**src/rtl/uart_rx.sv**
```systemverilog
// 8N1 UART receiver, LSB first: two-flop input synchroniser, mid-bit sampling,
// start/stop validation, one-cycle rx_done / frame_err strobes.
module uart_rx #(
  parameter int unsigned CLKS_PER_BIT = 10417,
  parameter int unsigned HALF_BIT     = CLKS_PER_BIT / 2
) (
  input  logic       clk,
  input  logic       reset,
  input  logic       rx,
  output logic [7:0] data,
  output logic       rx_done,
  output logic       frame_err,
  output logic       busy
);

  localparam logic [15:0] BIT_LAST  = 16'(CLKS_PER_BIT - 1);
  localparam logic [15:0] HALF_LAST = 16'(HALF_BIT - 1);

  typedef enum logic [2:0] {IDLE, START, DATA, STOP, BREAK} state_t;

  state_t      state, state_n;
  logic        rx_meta, rx_s;
  logic [15:0] cnt, cnt_n;
  logic [2:0]  bit_idx, bit_idx_n;
  logic [7:0]  shift, shift_n;
  logic [7:0]  data_n;
  logic        done_n, ferr_n;

  always_ff @(posedge clk) begin
    if (reset) begin
      rx_meta   <= 1'b1;
      rx_s      <= 1'b1;
      state     <= IDLE;
      cnt       <= '0;
      bit_idx   <= '0;
      shift     <= '0;
      data      <= '0;
      rx_done   <= 1'b0;
      frame_err <= 1'b0;
    end else begin
      rx_meta   <= rx;
      rx_s      <= rx_meta;
      state     <= state_n;
      cnt       <= cnt_n;
      bit_idx   <= bit_idx_n;
      shift     <= shift_n;
      data      <= data_n;
      rx_done   <= done_n;
      frame_err <= ferr_n;
    end
  end

  // Every branch that changes state also clears the counter.
  always_comb begin
    state_n   = state;
    cnt_n     = cnt + 16'd1;
    bit_idx_n = bit_idx;
    shift_n   = shift;
    data_n    = data;
    done_n    = 1'b0;
    ferr_n    = 1'b0;
    case (state)
      IDLE: begin
        cnt_n = '0;
        if (!rx_s) state_n = START;
      end
      START: begin
        if (cnt == HALF_LAST) begin
          cnt_n = '0;
          if (!rx_s) begin
            state_n   = DATA;
            bit_idx_n = '0;
          end else begin
            state_n = IDLE;
          end
        end
      end
      DATA: begin
        if (cnt == BIT_LAST) begin
          cnt_n            = '0;
          shift_n[bit_idx] = rx_s;
          if (bit_idx == 3'd7) state_n = STOP;
          else bit_idx_n = bit_idx + 3'd1;
        end
      end
      STOP: begin
        if (cnt == BIT_LAST) begin
          cnt_n = '0;
          if (rx_s) begin
            data_n  = shift;
            done_n  = 1'b1;
            state_n = IDLE;
          end else begin
            ferr_n  = 1'b1;
            state_n = BREAK;
          end
        end
      end
      BREAK: begin
        cnt_n = '0;
        if (rx_s) state_n = IDLE;
      end
      default: begin
        cnt_n   = '0;
        state_n = IDLE;
      end
    endcase
  end

  assign busy = (state != IDLE);

endmodule

```
**config.mk**
```make
export PLATFORM = sky130hd
export DESIGN_NAME = uart_rx
export DESIGN_NICKNAME = d
export VERILOG_FILES = /design/src/rtl/uart_rx.sv
export SDC_FILE = /design/constraint.sdc
export NUM_CORES = 1
export LEC_CHECK = 0
export CAP_MARGIN = 20
export CORE_AREA = 3 3 67 69
export CTS_CLUSTER_SIZE = 28
export DETAILED_ROUTE_END_ITERATION = 16
export DIE_AREA = 0 0 70 72
export PLACE_DENSITY_LB_ADDON = 0.1
export SLEW_MARGIN = 25
export SYNTH_ARGS = -nofsm -noshare
export SYNTH_HDL_FRONTEND = slang
export SYNTH_SLANG_ARGS = --single-unit
```
**constraint.sdc**
```tcl
create_clock -name clk -period 2.9 [get_ports clk]
set_clock_uncertainty 0.2 [all_clocks]
set_input_delay 0.435 -clock clk [delete_from_list [all_inputs] [get_ports clk]]
set_output_delay 0.435 -clock clk [all_outputs]
set_load 0.05 [all_outputs]
```
### Yosys cells after proc, flatten, opt, wreduce, memory -nomap -nowiden

Cells that the tools add are included.

| storage, ports and cells | value |
|---|---|
| flip-flop bits (word level) | 42 |
| input port bits | 3 |
| output and inout port bits | 11 |

| operators by class | value |
|---|---|
| add/sub/neg operators | 2 |
| magnitude comparators | 2 |
| equal/unequal tests | 15 |
| mux-type cells | 22 |
| bitwise operators | 2 |
| reduce and logical (&&, ||, !) cells | 10 |

Operator list:

| cell | count |
|---|---|
| $mux 3 | 11 |
| $mux 16 | 2 |
| $pmux 16 s2 | 1 |
| $add 16x1->16 const B | 1 |
| $eq 16x13->1 const B | 1 |
| $eq 16x14->1 const B | 1 |
| $ne 2x2->1 const B | 8 |
| $pmux 3 s5 | 1 |
| $bwmux 8 | 1 |
| $eq 3x2->1 const B | 2 |
| $eq 3x3->1 const B | 2 |
| $pmux 3 s2 | 1 |
| $reduce_and 6->1 | 1 |
| $reduce_and 5->1 | 1 |
| $lt 3x4->1 const B | 1 |
| $add 3x1->3 const B | 1 |
| $demux 1 s3 | 1 |
| $eq 3x1->1 const B | 1 |
| $ge 3x1->1 const B | 1 |
| $logic_not 3->1 | 1 |
| $mux 1 | 3 |
| $reduce_and 3->1 | 1 |
| $reduce_bool 3->1 | 1 |
| $reduce_or 3->1 | 1 |
| 6 further kinds | 7 |

### Depth between registers and ports, before layout

Gate-level depths: netlist of run 1.

| depth | value |
|---|---|
| word-level depth | 5 |
| depth in mapped cells | 9 |
| gate-level depth less buffers | 7 |

### Worst setup path before layout of run 1

No wires, ideal clock.

| timing path | value |
|---|---|
| kind | register to register |
| from | register cnt[0] |
| to | register cnt[11] |
| setup time | 0.115 ns |
| arrival time | 1.629 ns |
| required time | 2.585 ns |
| path slack | 0.956 ns |
| stages on the path, launching flop included | 9 |
| buffers on the path | 2 |
| clock period less this slack | 1.944 ns |
| path through | dfxtp_1 ha_1 nor4bb_1 nand4_1 a22oi_2 or3_1 buf_6 buf_12 nor2_1 |

| on the way | value |
|---|---|
| word-level cells in the longest chain between the ends | 3 |
| elaborated cells between the ends (all ways) | 6 |

Ends and longest elaborated chain:

| item | RTL line | text |
|---|---|---|
| from (decl) | 23 | `logic [15:0] cnt, cnt_n;` |
| from (signal assigned) | 44 | `cnt <= cnt_n;` |
| $add 16x1->16, or another cell as far along | 56 | `cnt_n = cnt + 16'd1;` |
| $mux 16 (on tied branches) | 79, 87, 68 |  |
| $pmux 16 s2 (*) | 62 | `case (state)` |

Mark *: on every way between the ends. The rest lies on a longest branch, timed or not.
A chain may end at the register's enable or synchronous reset.

### Worst setup path in the final report of run 1

| timing path | value |
|---|---|
| from | register state[2] |
| to | output port busy |

| on the way | value |
|---|---|
| word-level cells in the longest chain between the ends | 1 |

Ends and longest elaborated chain:

| item | RTL line | text |
|---|---|---|
| from (decl) | 21 | `state_t state, state_n;` |
| from (signal assigned) | 43 | `state <= state_n;` |
| $reduce_bool 3->1 | 110 | `assign busy = (state != IDLE);` |
| to (decl) | 13 | `output logic busy` |

Every way passes these cells.

==> results.md, run 1 <==
- The flow ran to the end, and the final reports show no timing, DRC or antenna violations.
- The DRC violations left is 0.
- After detailed routing, the total wire length is ~4000 µm.
- The final hold violation count is 0.
- The highest achievable clock rate is ~400 MHz.
- The floorplan die height is a little over 70 µm.
- Setup repair after global routing left no endpoint under its margin.
- The area growth from synthesis to layout is 11.1%.
- The reported leakage power is roughly 0.81 nW.
- The via count of the first global-routing pass came to approximately 1600.
- The kind of start point of the critical path is a flip-flop.
- The average detailed-routed wire length per instance is between 10 and 15 µm.
- Combinational cells account for approximately 6.6% of the total power.
- After synthesis, the netlist uses 42 different library cells.
- The proportion of power drawn by flip-flops and latches is a little under three fifths.
- The area of the die is a little over 5000 µm².
- Following the worst setup path forward leads to its endpoint at busy.
- The CTS tree is built.
- The die boundary width is ~70 µm.
- After synthesis, the mean cell area works out to between 8 and 9 µm².
- In this run the register-to-register setup slack is around 0.55 ns.
- In this run the worst path has a maximum fanout of 11.
- The slowest stage of the critical path belongs to the cell sky130_fd_sc_hd__clkdlybuf4s50_1.
- After the first detailed-routing iteration, the DRC count stood at a little over 80.
- The tool flagged a number of max-cap violations equal to 0.
- After clock tree synthesis, the clock-pin slew on the worst setup and hold paths is around 0.070 ns.
- The number of vias per cell after detailed routing is 5.52.
- The number of port buffers is 13.
- After global routing the overflow that remains totals 0.
- The finished cells cover roughly 2200 µm².
- At the placement stage, the worst setup path has a slack of around 0.55 ns.
- At the worst endpoint, the required time is between 2 and 2.5 ns.
- The terminus of the critical flop-to-flop path is data[6].
- Summed over all nets, the half-perimeter wirelength after detailed placement is 2790 µm.
- The sequential area share after synthesis is 42.2%.
- Buffers inserted to repair hold after CTS numbered 0.
- The count of antenna diodes in the layout is 0.
- The placement-stage cell area is about 2100 µm².
- The critical path goes through inv_1 > nand3_1 > clkdlybuf4s50_1.
- The number of setup violations in the final report is 0.
- The congestion estimate from routability-driven global placement came to 0.810.
- Global routing used approximately 17% of the available tracks across all layers.
- The startpoint of the most critical setup path is state[2].
- For the final routed database, the setup TNS stands at 0 ns.
- The total clock buffers created by CTS is 5.
- The later pin in the worst-skew pair is clocked with a latency of between 0.2 and 0.3 ns.
- Entering global routing, the biggest net connects 30 pins.
- The post-CTS setup buffer count is 0.
- The worst setup path is of the reg2out kind.
- Setup slack closes at between 0.3 and 0.4 ns.
- The net switching share of the total power is 23.7%.
- The total number of vias is roughly 1600.
- Row generation in the floorplan step produced 23 rows.
- The number of detailed-routing iterations run before antenna repair is 4.
- After technology mapping, the gate count stands at about 230.
- The critical path depth is 3.
- The placeable core region is slightly below 4000 µm².
- The startpoint identified for the worst register-to-register timing path is cnt[11].
- The net count after synthesis is 232.
- In this run the remaining antenna-violating nets after routing total 0.
- The synthesized flop and latch total is 42.
- The number of pins with negative max-slew slack in the final report was 0.
- The worst pin sits at a relative slew slack of a little under three fifths.
- Cells with a size suffix above 1 make up under 10% of the layout.
- The delay contributed by the slowest stage of the critical path is about 0.8 ns.
- The net count of the finished layout is roughly 240.
- The depth of the most critical reg-to-reg path is 5.
- In this run, the clock network consumes ~37% of the power.
- The portion of the clock cycle consumed by the worst path in the final layout is just under 90%.
- The most common cell after layout, fill and taps aside is sky130_fd_sc_hd__dfxtp_1.
- The number of sinks handled by clock tree synthesis is 42.
- The worst-case IR drop observed on VDD is ~0.33 mV.
- The power density of the placed cells is around 470 nW/µm².
- The number of buffers on the longest clock path is 2.
- The library cells used most frequently in the layout, excluding fill and tap cells, are 42 x sky130_fd_sc_hd__dfxtp_1, 35 x sky130_fd_sc_hd__nor2_1, 16 x sky130_fd_sc_hd__nand3_1.
- For the worst setup path, the data arrival time is roughly 1.9 ns.
- Together, buffers and inverters on the worst path number 2.
- The buffer type at the clock tree root is sky130_fd_sc_hd__clkbuf_8.
- The top-level I/O count is 14.
- The H-tree was split into 2 levels.
- The number of antenna violations at the first check in global routing came to 0.
- The number of warning messages in the yosys log is 0.
- The design internal power is ~0.8 mW.
- The post-CTS resize count is 0.
- The net switching component of the power is ~0.25 mW.
- The routed design could run at a clock period as short as roughly 2.5 ns.
- In this run the cell area of the synthesized design comes to about 2000 µm².
- The slew of the pin with the lowest slew margin is around 0.64 ns.
- The worst hold path belongs to the class reg2reg.
- For this configuration, the core starts out at a cell density of about 50%.
- The nature of the critical path endpoint is an output pin.
- The filler cell count is approximately 370.
- The top cell family by delay on the critical path is buffers and inverters.
- The first global-routing pass estimated slightly below 7000 µm of wire.
## power groups by stage
stage	clock network [mW]	registers (mW)	logic, mW
after CTS	0.398	0.591	0.0690
after floorplan	0	0.601	0.0609
after global placement	0	0.604	0.0664
final	0.385	0.592	0.0690
after global routing	0.419	0.593	0.0759
after detailed placement	0	0.605	0.0687
## kinds of logic (layout without fill, tap and decap cells)
logic type,Yosys count,count (layout),synth area share [%]
AO/OA/AOI/OAI,33,33,9.99
XOR/XNOR,14,14,6.16
adder cells (fa/ha/maj),4,4,2.51
buffers and inverters,19,30,5.03
flip-flops,42,42,42.2
multiplexers,8,8,4.02
AND/OR/NAND/NOR,105,105,30.1
## cell usage after synthesis
master,number,area [µm²]
sky130_fd_sc_hd__a21o_2,1,8.76
sky130_fd_sc_hd__or3_1,2,12.5
sky130_fd_sc_hd__and3b_1,1,8.76
sky130_fd_sc_hd__o21ai_0,11,55.1
sky130_fd_sc_hd__nor4bb_1,1,10.0
sky130_fd_sc_hd__nand4b_1,1,8.76
sky130_fd_sc_hd__nand4_2,1,12.5
sky130_fd_sc_hd__nor3_1,2,10.0
sky130_fd_sc_hd__nand2b_1,1,6.26
sky130_fd_sc_hd__a22oi_2,1,12.5
sky130_fd_sc_hd__a21oi_1,14,70.1
sky130_fd_sc_hd__buf_12,1,20.0
sky130_fd_sc_hd__nor4_1,3,18.8
sky130_fd_sc_hd__nand4_1,6,37.5
sky130_fd_sc_hd__or3b_1,1,8.76
sky130_fd_sc_hd__nor4b_2,1,15.0
sky130_fd_sc_hd__o31ai_1,2,15.0
sky130_fd_sc_hd__and4bb_2,1,12.5
sky130_fd_sc_hd__nor4bb_4,1,25.0
sky130_fd_sc_hd__buf_4,1,7.51
sky130_fd_sc_hd__a2111oi_2,1,15.0
sky130_fd_sc_hd__and3_1,5,31.3
sky130_fd_sc_hd__inv_1,8,30.0
sky130_fd_sc_hd__mux2i_1,8,80.1
sky130_fd_sc_hd__xor2_1,10,87.6
sky130_fd_sc_hd__o22ai_1,1,6.26
sky130_fd_sc_hd__xnor2_1,4,35.0
sky130_fd_sc_hd__nand3_1,16,80.1
sky130_fd_sc_hd__nor2_1,35,131
sky130_fd_sc_hd__buf_2,1,5.00
sky130_fd_sc_hd__clkbuf_1,7,26.3
sky130_fd_sc_hd__dfxtp_1,42,841
sky130_fd_sc_hd__or3_2,1,7.51
sky130_fd_sc_hd__buf_6,1,11.3
sky130_fd_sc_hd__nor4b_4,1,23.8
sky130_fd_sc_hd__and4_1,3,26.3
sky130_fd_sc_hd__a211o_1,1,8.76
sky130_fd_sc_hd__nor3b_1,6,45.0
sky130_fd_sc_hd__nand2_1,13,48.8
sky130_fd_sc_hd__a211oi_1,1,7.51
sky130_fd_sc_hd__ha_1,4,50.1
sky130_fd_sc_hd__or2_2,3,18.8
## metal layers
layer / routed length (µm) / part of all wire, % / GRT usage [%] / vias to the layer above
li1: - / - / - / 806
met1: 1760 / 45 / 19.9 / 733
met2: 1910 / 49 / 29.3 / 32
met3: 162 / 4.2 / 3.46 / 8
met4: 65 / 1.7 / 6.81 / 0
met5: 0 / 0 / 0 / -
## sequential cells by signal, indices dropped and copies added, names as in the netlist
signal     flops
cnt           16
data           8
shift          8
bit_idx        3
state          3
frame_err      1
rx_done        1
rx_meta        1
rx_s           1
## stage by stage
| stage | hold slack, ns | util (%) | std cells | total power, mW |
|---|---|---|---|---|
| floorplan | 0.189 | - | 225 | 0.662 |
| global placement | 0.197 | 53.4 | 278 | 0.671 |
| CTS | 0.220 | 55.7 | 286 | 1.06 |
| global route | 0.227 | 55.7 | 286 | 1.09 |
| detailed placement | 0.202 | 53.4 | 278 | 0.674 |
| finish | 0.214 | 55.7 | 286 | 1.05 |
## layout make-up
| class | count | area [µm²] | area share (%) |
|---|---|---|---|
| multi-input combinational | 164 | 1050 | 47.5 |
| inverter | 8 | 30.0 | 1.36 |
| clock inverter | 1 | 5.00 | 0.226 |
| tap | 50 | 62.6 | 2.83 |
| sequential | 42 | 841 | 38.0 |
| clock buffer | 7 | 86.3 | 3.90 |
| timing repair buffer | 14 | 138 | 6.22 |
## worst min path at each step
stage,from,endpoint,slack (ns),cells after the start
after floorplan,rx_meta,rx_s,0.19,1
after global placement,rx_meta,rx_s,0.20,1
after detailed placement,rx_meta,rx_s,0.20,1
after CTS,rx_meta,rx_s,0.22,1
after global routing,rx_meta,rx_s,0.23,1
final,rx_meta,rx_s,0.21,1
## worst register-to-register path: stages, from the launching register on
cell and delay, ns:
sky130_fd_sc_hd__dfxtp_1 0.44, sky130_fd_sc_hd__nor4bb_4 0.36, sky130_fd_sc_hd__and4_1 0.30, sky130_fd_sc_hd__nand4_1 0.53
sky130_fd_sc_hd__mux2i_1 0.33, sky130_fd_sc_hd__nor2_1 0.07
No activity file was read; power rests on OpenSTA's default activity.
==> run 2: changes to the inputs <==
- CTS_BUF_LIST: unset -> sky130_fd_sc_hd__clkbuf_16
- PLACE_DENSITY: unset -> 0.72
- PLACE_DENSITY_LB_ADDON: 0.1 -> unset
==> results.md, run 2 (synthesis gave the netlist of run 1 again) <==
- Run status: finished clean (unchanged).
- The total clock buffers created by CTS came to 5 (unchanged).
- The largest net degree at the start of global routing was 30 (unchanged).
- The nature of the critical path endpoint is an output pin (unchanged).
- The max-capacitance violation count is 0 (unchanged).
- The share of post-route cells with drive strength above 1 came to 9.28% (was 8.47%).
- The wire length the detailed router placed on met1 is 1800 µm (was 1760 µm).
- The total number of vias came to 1595 (was 1579).
- The met3 routed wirelength is 146 µm (was 162 µm).
- The area growth from synthesis to layout was 15.5% (was 11.1%).
- The half-perimeter wire length after placement is 2560 µm (was 2790 µm).
- The via count of the first global-routing pass was 1466 (was 1561).
- The portion of the clock cycle consumed by the worst path in the final layout is 86.3% (was 87.0%).
- The kind of critical path was reg2out (unchanged).
- Unrepaired setup endpoints after global routing: false (unchanged).
- The number of vias per cell after detailed routing is 5.56 (was 5.52).
- The number of sinks handled by clock tree synthesis is 42 (unchanged).
- The post-CTS setup buffer count is 0 (unchanged).
- The net switching share of the total power is 22.0% (was 23.7%).
- The class of the tightest hold or removal check is reg2reg (unchanged).
- The filler cell count was 361 (was 368).
- The number of port buffers is 13 (unchanged).
- The die boundary width is 70 µm (unchanged).
- The number of buffer and inverter instances along the worst setup path is 2 (unchanged).
- The area of the die was 5040 µm² (unchanged).
- The maximum fanout along the worst path was 11 (unchanged).
- The largest vdd supply drop came to 0.239 mV (was 0.326 mV).
- The number of setup violations in the final report is 0 (unchanged).
- The buffer type at the clock tree root is sky130_fd_sc_hd__clkbuf_16 (was sky130_fd_sc_hd__clkbuf_8).
- The H-tree depth reported by CTS is 2 (unchanged).
- The initial standard-cell utilization of the core is 50.2% (unchanged).
- The combinational fraction of design power came to 5.4% (was 6.6%).
- The floorplan die height is 72 µm (unchanged).
- The net switching component of the power was 0.285 mW (was 0.248 mW).
- The CTS tree is built (unchanged).
- The net count of the finished layout is 243 (was 242).
- The data required time of the critical path is 2.27 ns (about the same).
- Ordered cell list for the critical path: inv_1 > nand3_1 > clkdlybuf4s50_1 (unchanged).
- The end-of-flow core utilization is 57.9% (was 55.7%).
- The proportion of power drawn by flip-flops and latches is 45.7% (was 56.6%).
- The kind of start point of the critical path is a flip-flop (unchanged).
- The combined area of the multi-input logic cells is 1050 µm² (unchanged).
- The number of antenna violations at the first check in global routing is 0 (unchanged).
- The post-CTS resize count is 0 (unchanged).
- The average detailed-routed wire length per instance is 12.9 µm (was 13.6 µm).
- The number of pins with negative max-slew slack in the final report is 0 (unchanged).
- The minimum period implied by the final worst setup slack was 2.50 ns (was 2.52 ns).
- The critical path's slowest cell was sky130_fd_sc_hd__clkdlybuf4s50_1 (unchanged).
- The data arrival time at the worst-slack endpoint is 1.87 ns (was 1.89 ns).
- The reported leakage power came to 0.837 nW (was 0.805 nW).
- The placed instance count is 279 (was 278).
- The highest achievable clock rate came to 400 MHz (was 396 MHz).
- The number of nets with antenna violations after routing is 0 (unchanged).
- The final routed wirelength across all metal layers came to 3700 µm (was 3900 µm).
- The most common cell after layout, fill and taps aside was sky130_fd_sc_hd__dfxtp_1 (unchanged).
- The standard-cell row count came to 23 (unchanged).
- The number of buffers inserted for hold repair after clock tree synthesis came to 0 (unchanged).
- The number of cells in the finished layout apart from fillers is 287 (was 286).
- The routability-driven placement congestion ratio came to 0.892 (was 0.810).
- The number of buffers on the longest clock path came to 2 (unchanged).
- The global-route usage over all layers is 15.8% (was 16.6%).
- The worst slew slack as a fraction of its limit was 63.1% (was 57.3%).
- The number of detailed-routing iterations run before antenna repair came to 4 (unchanged).
- The number of DRC violations after detailed-routing iteration 0 is 101 (was 82).
- The count of antenna diodes in the layout is 0 (unchanged).
- The clock-pin slew on the worst setup and hold paths came to 0.06 ns (was 0.07 ns).
- Most used cells in the layout excluding fill and tap cells: 42 x sky130_fd_sc_hd__dfxtp_1, 35 x sky130_fd_sc_hd__nor2_1, 16 x sky130_fd_sc_hd__nand3_1 (unchanged).
- The sum of met2 wire segment lengths after detailed routing is 1680 µm (was 1910 µm).
- The power density of the placed cells is 563 nW/µm² (was 472 nW/µm²).
- The final hold violation count came to 0 (unchanged).
- The uppermost layer routed was met4 (unchanged).
- The final-layout setup total negative slack is 0 ns (unchanged).
- The slew of the pin with the lowest slew margin was 0.553 ns (was 0.638 ns).
- The flip-flop count of the largest register, all copies and words added was 16 (unchanged).
- The register cell area after layout is 841 µm² (unchanged).
- The largest register by flop count is cnt (unchanged).
- The delay contributed by the slowest stage of the critical path is 0.80 ns (about the same).
- The global-route wire length before repair came to 6530 µm (was 6880 µm).
- The placeable core region was 3970 µm² (unchanged).
- The DRC violations left is 0 (unchanged).
- The top-level I/O count was 14 (unchanged).
- The design internal power is 1.01 mW (was 0.797 mW).
- The clock network power share is 48.9% (was 36.8%).
- The top cell family by delay on the critical path was buffers and inverters (unchanged).
- The clock insertion delay at the later pin of the skew report came to 0.28 ns (was 0.29 ns).
- The leftover overflow at the end of global routing was 0 (unchanged).
- Largest registers in the final layout: cnt: 16 flops, data: 8 flops, shift: 8 flops (unchanged).
## run 2: cell types whose count changed in the layout (fill, tap and decap cells not counted), sizes merged
cell      change
clkbuf        -2
buf           +1
bufinv        +1
clkinv        -1
clkinvlp      +2
## run 2: path summary, 6_finish.rpt
| kind | start | endpoint | slack, ns | cells after the start |
|---|---|---|---|---|
| hold reg to reg | rx_meta | rx_s | 0.21 | 1 |
| setup reg to reg | cnt[0] | cnt[11] | 0.52 | 6 |
| hold / removal | rx_meta | rx_s | 0.21 | 1 |
| setup / recovery | state[1] | busy | 0.40 | 3 |
## run 2: metal layers
metal  track usage, %  up-vias
li1                 -      813
met1             19.8      736
met2             26.1       37
met3             3.74        9
met4             7.02        0
met5                0        -
## run 2: layout make-up
| cell class | instances | share of cell area (%) |
|---|---|---|
| inverters | 8 | 1.31 |
| multi-input cells | 164 | 45.7 |
| well taps | 50 | 2.72 |
| flip-flops and latches | 42 | 36.6 |
| clock inverters | 3 | 1.96 |
| repair buffers | 15 | 6.31 |
| clock buffers | 5 | 5.44 |
## run 2: power by group through the flow
stage	Sequential (mW)	Combinational [mW]	Clock [mW]
3_3_place_gp	0.604	0.0682	0
3_5_place_dp	0.605	0.0693	0
2_1_floorplan	0.601	0.0609	0
4_1_cts	0.592	0.0694	0.650
5_1_grt	0.593	0.0765	0.667
6_report	0.593	0.0695	0.634
## run 2: stage by stage
stage               hold slack [ns]  power, mW  area [µm²]  setup slack [ns]
floorplan                     0.189      0.662        1990             0.956
global placement              0.191      0.673        2130             0.660
detailed placement            0.200      0.674        2130             0.523
CTS                           0.214       1.31        2300             0.400
global route                  0.227       1.34        2300             0.309
finish                        0.214       1.30        2300             0.398
## run 2: worst register-to-register path: cells and delay by family (launching register included)
kind	cells	cell delay [ns]
compound gates	1	0.24
flops	1	0.41
fa+ha+maj	1	0.27
simple gates	4	1.12
==> run 3: changes to the inputs <==
- CORE_AREA: 3 3 67 69 -> 2 2 66 68
- DIE_AREA: 0 0 70 72 -> 0 0 68 70
- PLACE_DENSITY: 0.72 -> unset
- PLACE_DENSITY_LB_ADDON: unset -> 0.05
==> results.md, run 3 (synthesis gave the netlist of run 1 again) <==
- Run status: finished clean (unchanged).
- Most used cells in the layout excluding fill and tap cells: 42 x sky130_fd_sc_hd__dfxtp_1, 35 x sky130_fd_sc_hd__nor2_1, 16 x sky130_fd_sc_hd__nand3_1 (unchanged).
- The number of DRC violations after detailed-routing iteration 0 is 65 (was 101).
- The kind of critical path is reg2out (unchanged).
- The critical path's slowest cell is sky130_fd_sc_hd__clkdlybuf4s50_1 (unchanged).
- The max-capacitance violation count came to 0 (unchanged).
- The data required time of the critical path is 2.27 ns (about the same).
- The cell depth of the worst min-delay path was 1 (unchanged).
- The number of pins with negative max-slew slack in the final report is 0 (unchanged).
- The buffer type at the clock tree root is sky130_fd_sc_hd__clkbuf_16 (unchanged).
- The delay contributed by the slowest stage of the critical path was 0.80 ns (about the same).
- The standard-cell row count came to 24 (was 23).
- The depth of the most critical reg-to-reg path is 5 (was 6).
- The number of buffers on the longest clock path is 2 (unchanged).
- The floorplan die height was 70 µm (was 72 µm).
- The average detailed-routed wire length per instance is 13.6 µm (was 12.9 µm).
- The post-CTS resize count is 0 (unchanged).
- The final-layout setup total negative slack is 0 ns (unchanged).
- The net count of the finished layout is 242 (was 243).
- The number of detailed-routing iterations run before antenna repair is 6 (was 4).
- The number of port buffers came to 13 (unchanged).
- The post-CTS setup buffer count was 0 (unchanged).
- The worst-case setup margin in the final layout is 0.413 ns (was 0.398 ns).
- The total design power is 1.28 mW (was 1.30 mW).
- The leftover overflow at the end of global routing is 0 (unchanged).
- The filler cell count is 400 (was 361).
- The placeable core region is 4140 µm² (was 3970 µm²).
- The global-route wire length before repair is 6710 µm (was 6530 µm).
- The DRC violations left came to 0 (unchanged).
- The placed instance count is 280 (was 279).
- The number of nets with antenna violations after routing is 0 (unchanged).
- The CTS tree is built (unchanged).
- The slew of the pin with the lowest slew margin is 0.666 ns (was 0.553 ns).
- The total clock buffers created by CTS is 5 (unchanged).
- The number of sinks handled by clock tree synthesis is 42 (unchanged).
- The layer with the highest usage is met2 (unchanged).
- The global routing usage on met3 is 5.31% (was 3.74%).
- The via count of the first global-routing pass is 1527 (was 1466).
- The top-level I/O count is 14 (unchanged).
- The flip-flop count of the largest register, all copies and words added is 16 (unchanged).
- The design area was 2290 µm² (was 2300 µm²).
- The largest register by flop count is cnt (unchanged).
- The end-of-flow core utilization is 55.3% (was 57.9%).
- The most common cell after layout, fill and taps aside is sky130_fd_sc_hd__dfxtp_1 (unchanged).
- The routability-driven placement congestion ratio is 0.792 (was 0.892).
- The half-perimeter wire length after placement is 2870 µm (was 2560 µm).
- The final routed wirelength across all metal layers is 3930 µm (was 3700 µm).
- The class of the tightest hold or removal check is reg2reg (unchanged).
- The power density of the placed cells was 558 nW/µm² (was 563 nW/µm²).
- The largest vdd supply drop is 0.328 mV (was 0.239 mV).
- The total number of vias is 1600 (was 1595).
- The initial standard-cell utilization of the core is 48.1% (was 50.2%).
- The share of post-route cells with drive strength above 1 came to 8.47% (was 9.28%).
- The clock-pin slew on the worst setup and hold paths came to 0.06 ns (about the same).
- The area growth from synthesis to layout is 15.0% (was 15.5%).
- The clock insertion delay at the later pin of the skew report is 0.28 ns (about the same).
- The minimum period implied by the final worst setup slack is 2.49 ns (was 2.50 ns).
- The reported leakage power is 0.838 nW (was 0.837 nW).
- The number of cells in the finished layout apart from fillers came to 288 (was 287).
- The number of buffers inserted for hold repair after clock tree synthesis is 0 (unchanged).
- The worst slew slack as a fraction of its limit was 55.5% (was 63.1%).
- The placement-stage cell area came to 2120 µm² (was 2130 µm²).
- The routing usage on met2 is 33.0% (was 26.1%).
- The kind of start point of the critical path is a flip-flop (unchanged).
- Ordered cell list for the critical path: inv_1 > nand3_1 > clkdlybuf4s50_1 (unchanged).
- The data arrival time at the worst-slack endpoint came to 1.85 ns (was 1.87 ns).
- The count of antenna diodes in the layout came to 0 (unchanged).
- The nature of the critical path endpoint is an output pin (unchanged).
- The portion of the clock cycle consumed by the worst path in the final layout is 85.8% (was 86.3%).
- The worst slack at placement is 0.496 ns (was 0.523 ns).
- The H-tree depth reported by CTS is 2 (unchanged).
- The number of vias per cell after detailed routing came to 5.56 (about the same).
- The number of antenna violations at the first check in global routing is 0 (unchanged).
- Unrepaired setup endpoints after global routing: false (unchanged).
- The area of the die is 4760 µm² (was 5040 µm²).
- Largest registers in the final layout: cnt: 16 flops, data: 8 flops, shift: 8 flops (unchanged).
- The met1 global-route usage is 20.8% (was 19.8%).
- The largest net degree at the start of global routing is 30 (unchanged).
- The number of setup violations in the final report is 0 (unchanged).
- The final hold violation count is 0 (unchanged).
- The maximum fanout along the worst path is 11 (unchanged).
- The highest achievable clock rate is 402 MHz (was 400 MHz).
- The die boundary width is 68 µm (was 70 µm).
- The global-route usage over all layers came to 18.4% (was 15.8%).
- The tightest hold margin is 0.206 ns (was 0.214 ns).
run 3: final timing paths:
path            start      end  slack [ns]
max          state[2]     busy        0.41
min           rx_meta     rx_s        0.21
max reg2reg   cnt[11]  data[7]        0.53
min reg2reg   rx_meta     rx_s        0.21
run 3: layer usage:
metal,part of all wire [%],vias to the layer above
li1,-,810
met4,0.69,0
met2,52,26
met5,0,-
met1,45,760
met3,2.9,4
run 3: layout make-up:
cell class                      instances  area [µm²]  share of cell area, %
Multi-Input combinational cell        164        1050                   45.9
Sequential cell                        42         841                   36.7
Timing Repair Buffer                   14         138                   6.01
Clock buffer                            5         125                   5.46
Tap cell                               52        65.1                   2.84
Clock inverter                          3        41.3                   1.80
Inverter                                8        30.0                   1.31
run 3: critical path, delay by kind of cell, from the launching register on:
family | cells | cell delay (ns)
flip-flops | 1 | 0.54
AND/OR/NAND/NOR | 1 | 0.10
buffers and inverters | 2 | 0.93
run 3: where the power goes:
part / internal (mW) / switching (mW) / total [mW]
Combinational: 0.0235 / 0.0447 / 0.0682
Sequential: 0.583 / 0.00955 / 0.592
Clock: 0.402 / 0.215 / 0.617
Total: 1.01 / 0.269 / 1.28
